### src/rtl/alu_seq.sv
// alu_seq: handshaked ALU; single-cycle logic/add/sub/shift ops, WIDTH-cycle shift-add MUL and restoring DIV.
module alu_seq #(
    parameter int WIDTH = 8
) (
    input  logic             clock,
    input  logic             reset,
    input  logic             in_valid,
    output logic             in_ready,
    input  logic [WIDTH-1:0] A,
    input  logic [WIDTH-1:0] B,
    input  logic [3:0]       aluOpcode,
    output logic             out_valid,
    input  logic             out_ready,
    output logic [WIDTH-1:0] aluResult,
    output logic [WIDTH-1:0] aluResultHi,
    output logic             Zero,
    output logic             Carry,
    output logic             Error
);
    localparam int SW = $clog2(WIDTH);
    localparam int CW = $clog2(WIDTH + 1);

    typedef enum logic [1:0] {IDLE, BUSY, DONE} state_t;

    state_t           state;
    logic [WIDTH-1:0] b_r, hi, lo, res, hi_n, lo_n;
    logic [3:0]       op_r;
    logic [CW-1:0]    cnt;
    logic [WIDTH:0]   sum, dif, shl, madd, rem, rem_d;
    logic [SW-1:0]    sh;
    logic             cy, ill, ge, div0, iter;

    assign in_ready  = state == IDLE;
    assign out_valid = state == DONE;
    assign sh        = B[SW-1:0];
    assign ill       = aluOpcode > 4'd9;
    assign div0      = aluOpcode == 4'd4 && B == '0;
    assign iter      = aluOpcode == 4'd3 || (aluOpcode == 4'd4 && !div0);

    always_comb begin
        sum = {1'b0, A} + {1'b0, B};
        dif = {1'b0, A} - {1'b0, B};
        shl = {1'b0, A} << sh;
        case (aluOpcode)
            4'd0:    res = A & B;
            4'd1:    res = A | B;
            4'd2:    res = sum[WIDTH-1:0];
            4'd5:    res = dif[WIDTH-1:0];
            4'd6:    res = ~(A | B);
            4'd7:    res = A ^ B;
            4'd8:    res = shl[WIDTH-1:0];
            4'd9:    res = A >> sh;
            default: res = '0;
        endcase
        cy = aluOpcode == 4'd2 ? sum[WIDTH] :
             aluOpcode == 4'd5 ? dif[WIDTH] :
             aluOpcode == 4'd8 ? shl[WIDTH] : 1'b0;
        // MUL: hi:lo is the product register, lo initially holds the multiplier
        madd  = {1'b0, hi} + (lo[0] ? {1'b0, b_r} : '0);
        // DIV: hi is the partial remainder, lo shifts dividend bits out and quotient bits in
        rem   = {hi, lo[WIDTH-1]};
        ge    = rem >= {1'b0, b_r};
        rem_d = ge ? rem - {1'b0, b_r} : rem;
        hi_n  = op_r == 4'd3 ? madd[WIDTH:1] : rem_d[WIDTH-1:0];
        lo_n  = op_r == 4'd3 ? {madd[0], lo[WIDTH-1:1]} : {lo[WIDTH-2:0], ge};
    end

    always_ff @(posedge clock) begin
        if (reset) begin
            state       <= IDLE;
            b_r         <= '0;
            hi          <= '0;
            lo          <= '0;
            op_r        <= '0;
            cnt         <= '0;
            aluResult   <= '0;
            aluResultHi <= '0;
            Zero        <= 1'b0;
            Carry       <= 1'b0;
            Error       <= 1'b0;
        end else begin
            case (state)
                IDLE: if (in_valid) begin
                    op_r <= aluOpcode;
                    b_r  <= B;
                    lo   <= A;
                    hi   <= '0;
                    cnt  <= '0;
                    if (iter) begin
                        state <= BUSY;
                    end else begin
                        state       <= DONE;
                        aluResult   <= div0 ? '1 : res;
                        aluResultHi <= div0 ? A : '0;
                        Zero        <= div0 ? 1'b0 : res == '0;
                        Carry       <= div0 ? 1'b0 : cy;
                        Error       <= div0 | ill;
                    end
                end
                BUSY: begin
                    hi  <= hi_n;
                    lo  <= lo_n;
                    cnt <= cnt + 1'b1;
                    if (cnt == CW'(WIDTH - 1)) begin
                        state       <= DONE;
                        aluResult   <= lo_n;
                        aluResultHi <= hi_n;
                        Zero        <= lo_n == '0;
                        Carry       <= op_r == 4'd3 && hi_n != '0;
                        Error       <= 1'b0;
                    end
                end
                DONE: if (out_ready) state <= IDLE;
                default: state <= IDLE;
            endcase
        end
    end
endmodule

### config.mk
export PLATFORM = sky130hd
export DESIGN_NAME = alu_seq
export DESIGN_NICKNAME = d
export VERILOG_FILES = /design/src/rtl/alu_seq.sv
export SDC_FILE = /design/constraint.sdc
export NUM_CORES = 1
export LEC_CHECK = 0
export CORE_MARGIN = 2
export CORE_UTILIZATION = 64
export DETAILED_ROUTE_END_ITERATION = 8
export HOLD_SLACK_MARGIN = 0.08
export PLACE_DENSITY = 0.95
export SLEW_MARGIN = 15
export SYNTH_ARGS = -nofsm -noshare
export SYNTH_HDL_FRONTEND = slang
export SYNTH_SLANG_ARGS = --single-unit
### constraint.sdc
create_clock -name clock -period 7.3 [get_ports clock]
set_input_delay 1.46 -clock clock [delete_from_list [all_inputs] [get_ports clock]]
set_output_delay 1.46 -clock clock [all_outputs]
set_load 0.02 [all_outputs]
Word level (Yosys, flattened, before mapping)
Index checks and enable logic that the tools add are counted.

Register bits after elaboration: 53. Latch bits: 0. Bits in writable memories: 0. Bits in read-only memories: 0. Bits of input ports: 24. Output and inout port bits: 21. Word-level logic and storage cells: 101. Memories: 0.

Add/sub/neg operators: 5. Multipliers: 0. Divide/modulo/power cells: 0. Order comparisons: 2. Eq/ne operators: 17. Shift operators: 2. Muxes and demuxes: 43. Bitwise operators: 5. Reductions and logical operators: 16.

Operators by type and width (count): $mux W8 (14); $pmux W8 S2 (4); $pmux W8 S8 (1); $logic_not A8 Y1 (3); $eq A4 B3 Y1 const B (5); $add A8 B8 Y9 (2); $mux W1 (14); $eq A4 B2 Y1 const B (3); $ge A9 B8 Y1 (1); $shl A8 B3 Y9 (1); $sub A8 B8 Y9 (1); $and A8 B8 Y8 (1); $eq A4 B4 Y1 const B (2); $mux W2 (4); $not A8 Y8 (1); $or A8 B8 Y8 (1); $pmux W4 S2 (1); $reduce_bool A8 Y1 (1); $shr A8 B3 Y8 (1); $sub A8 B8 Y8 (1); $xor A8 B8 Y8 (1); $ne A2 B2 Y1 const B (3); $pmux W1 S2 (3); $pmux W2 S3 (1); other kinds (17) (20).

Logic depth before layout (Yosys ltp)
Word-level depth: 8. Mapped depth: 12. Depth with buffers taken out: 11.

Worst setup path after synthesis
OpenSTA, ideal clock, no wires.

Path type: input -> register. From: in B[1]. To: reg Zero. Setup time: 0.060 ns. Arrival: 4.139 ns. Required time: 7.240 ns. Slack: 3.100 ns. Stages: 12. Buffers on the path: 3. Cells stage by stage: buf_2 -> buf_4 -> buf_2 -> inv_1 -> ha_1 -> a21oi_1 -> o21ai_0 -> a221o_1 -> a211o_1 -> or4_1 -> nor4_2 -> a32o_2.

Cells in the longest elaborated chain, start to end: 8. Elaborated cells between the ends (all ways): 21. Those cells by class: 2 x add/sub; 1 x eq/ne; 2 x shift; 5 x mux; 4 x bitwise; 7 x reduce/logical.

Ends and longest elaborated chain: start: declaration (RTL line 10) `input logic [WIDTH-1:0] B,`; parallel branches: the longest is 8 deep, another holds $sub A8 B8 Y9; end signal: assignment (RTL line 78) `Zero <= 1'b0;`; end signal: assignment (RTL line 95) `Zero <= div0 ? 1'b0 : res == '0;`; end signal: assignment (RTL line 108) `Zero <= lo_n == '0;`; end: declaration (RTL line 16) `output logic Zero,`.

Parallel ways; which one is timed is not known. The select of a mux whose other input is x is not followed. A chain may end at the register's enable or synchronous reset.

Final worst setup path
From: in B[2]. To: reg Zero.

The elaborated chain is that of the path after synthesis.

==> flow_summary.yaml <==
cts:
  cts_inserted_buffers: 5
  root_buffer: "clkbuf_8"
  clkLatencyLatePin_ns: 0.33
  hold_buffers: 0
  htree_num_levels: 2
  cts.path.max_buffers: 2
  cts.reportedPaths.clkPinSlew_ns: 0.10
  cts_setup_buffers: 0
  tritoncts: "done"
  cts.sink_count: 53
  cts_resized: 0
synthesis:
  yosys_most_used_dff: "dfxtp_1"
  yosysSeqAreaShare: 0.2024
  ys_warn_count: 0
  syn_nets: 774
  synthArstFlopShare: 0
  synth-edff-count: 0
  postSynthAreaPerCell_sq_um: 7.445
  yosysUniqueCellTypes: 80
  syn_inst: 704
  ys_seq_elements: 53
  syn_area_sq_um: 5241
finish:
  syn_to_final_growth_pct: 9.668
  layout_commonest_cell: "nand2_1"
  layout_common_cells: "nand2_1 (95), a21oi_1 (72), nor2_1 (56)"
  drive_above_1_share: 0.05300
  nets: 786
  antenna-diode-count: 0
  final_cells: 822
drt:
  drc: 0
  ant_nets: 0
  via_per_inst: 6.965
  firstDrtPassIters: 6
  drt_first_iter_violations: 690
  routedWlPerCell_um: 20.79
  vias: 5725
  wirelength_mm: 17.09
worst_hold_path:
  hold-path-endpoint: "aluResult[3]"
  whs_path_depth: 2
  hp-start: "aluResult[3]"
  hold_path_class: "flop to flop"
setup_path:
  crit-reg2reg-launch: "b_r[2]"
  setup.worst_path.start_class: "input pin"
  reg2reg_slack_ns: 4.33
  cp_max_fo: 21
  cp_data_arrival_time_ns: 4.96
  r2r-end: "Carry"
  reg2reg_depth: 9
  crit_required_ns: 7.57
  path_class: "input pin to flop"
  endpoint_kind: "flop"
timing:
  slew_headroom: 0.2902
  setup_viol: 0
  layout_min_cycle_time_ns: 4.687
  finalMaxSlewViolations: 0
  fin_skew_ns: 0.01004
  period_share: 0.6420
  hold_viol: 0
  tightest_slew_ns: 1.061
  max_freq_mhz: 213.4
  whs_ns: 0.4641
  setup_tns_ns: 0
  rsz0062_at_grt: "no"
power:
  power_uw: 842.2
  p_clk_frac: 0.220
  pwr-share-seq: 0.384
  intPower_uw: 510.1
  peakVddDrop_v: 0.0001277
  power_density_nw_per_um2: 146.5
  power_frac_comb: 0.396
  netSwitchingFraction: 0.3943
  leakagePower_uw: 0.002267
  p_switching_uw: 332.1
die:
  die_x_um: 94.50
  start_util: 0.6476
  io_pins: 45
  core_area_sq_um: 8093
  dieArea_sq_um: 8929
  dieHeight_um: 94.50
  rows: 33
placement:
  dp_hpwl_mm: 12.50
  io_buffer_count: 44
  gp_congestion: 1.122
  dp_cells: 814
run:
  cap_violations: 0
outcome:
  status: "complete, no violations"
global_route:
  grt_start_max_net_pins: 41
  grt_pass1_vias: 5175
  gr-total-overflow: 0
  antenna_found_initial: 0
  grt_pass1_wl_mm: 26.80
  global_route.usage.total: 0.3820
-- layer usage --
layer  routed length [um]  global-route usage
met3                 1982             0.09178
met5                    0                   0
met4                  604              0.1425
met1                 7071              0.5436
met2                 7427              0.5607
-- kinds of logic after synthesis --
group / count (synthesis) / synth area share
flip-flops: 53 / 0.2024
AO/OA/AOI/OAI: 224 / 0.2862
multiplexers: 28 / 0.06875
adder cells (fa/ha/maj): 46 / 0.1155
AND/OR/NAND/NOR: 259 / 0.2406
XOR/XNOR: 10 / 0.01671
buffers and inverters: 84 / 0.06971
-- per-stage QoR --
step / worst slack, ns / area [sq um] / utilization
5_1_grt: 2.477 / 5748 / 0.7103
3_5_place_dp: 2.371 / 5650 / 0.6982
3_3_place_gp: 2.520 / 5650 / 0.6982
6_report: 2.613 / 5748 / 0.7103
4_1_cts: 2.735 / 5748 / 0.7103
2_1_floorplan: 3.100 / 5241 / -
-- cells in the mapped netlist, types with 6 or more instances --
library cell	number	area (sq um)
inv_1	34	127.6
dfxtp_1	53	1061
nand3_1	14	70.07
o21ai_1	9	45.04
a21oi_1	72	360.4
clkbuf_1	27	101.4
buf_2	10	50.05
o21ai_0	25	125.1
a211oi_1	12	90.09
o211ai_1	14	105.1
a221oi_1	14	122.6
nand2_1	95	356.6
o22ai_1	6	37.54
a22oi_1	7	52.55
nor3_1	17	85.08
nand2b_1	9	56.30
nand3b_1	6	45.04
mux4_2	6	135.1
mux2i_1	18	180.2
and3_1	7	43.79
and2_1	15	93.84
buf_4	6	45.04
nor2b_1	8	50.05
ha_1	42	525.5
nor2_1	56	210.2
-- worst max path at each step --
| stage | slack [ns] | depth (start not counted) | to | start |
|---|---|---|---|---|
| floorplan | 3.10 | 12 | Zero | B[1] |
| global placement | 2.52 | 7 | Zero | B[2] |
| detailed placement | 2.37 | 7 | Zero | B[2] |
| CTS | 2.74 | 7 | Zero | B[2] |
| global route | 2.48 | 7 | Zero | B[2] |
| finish | 2.61 | 7 | Zero | B[2] |
-- sequential cells by signal (all words and copies together) (netlist names) --
| signal | flops |
|---|---|
| aluResultHi | 8 |
| cnt | 4 |
| aluResult | 8 |
| Zero | 1 |
| op_r | 4 |
| Carry | 1 |
| state | 2 |
| Error | 1 |
| hi | 8 |
| lo | 8 |
| b_r | 8 |
-- power by group through the flow --
stage                     Combinational, uW  Sequential [uW]  Clock (uW)
after floorplan                         215              334           0
after global placement                  315              328           0
after detailed placement                321              328           0
after CTS                               323              322         183
after global routing                    358              325         193
final                                   334              323         186
-- cell type report --
| class | count | area [sq um] |
|---|---|---|
| multi-input cells | 567 | 3815 |
| fillers | 658 | 2345 |
| flip-flops and latches | 53 | 1061 |
| repair buffers | 53 | 508.0 |
| inverters | 36 | 135.1 |
| well taps | 105 | 131.4 |
| clock buffers | 5 | 68.82 |
| clock inverters | 3 | 28.78 |
-- worst max-delay path: stages --
cell and delay, ns:
clkdlybuf4s50_1 0.69, or4_1 0.71, o21bai_1 0.18, a21boi_1 0.15
nand2b_1 0.58, a2111oi_0 0.89, a32o_2 0.29
Power figures use the tool's default switching activity.
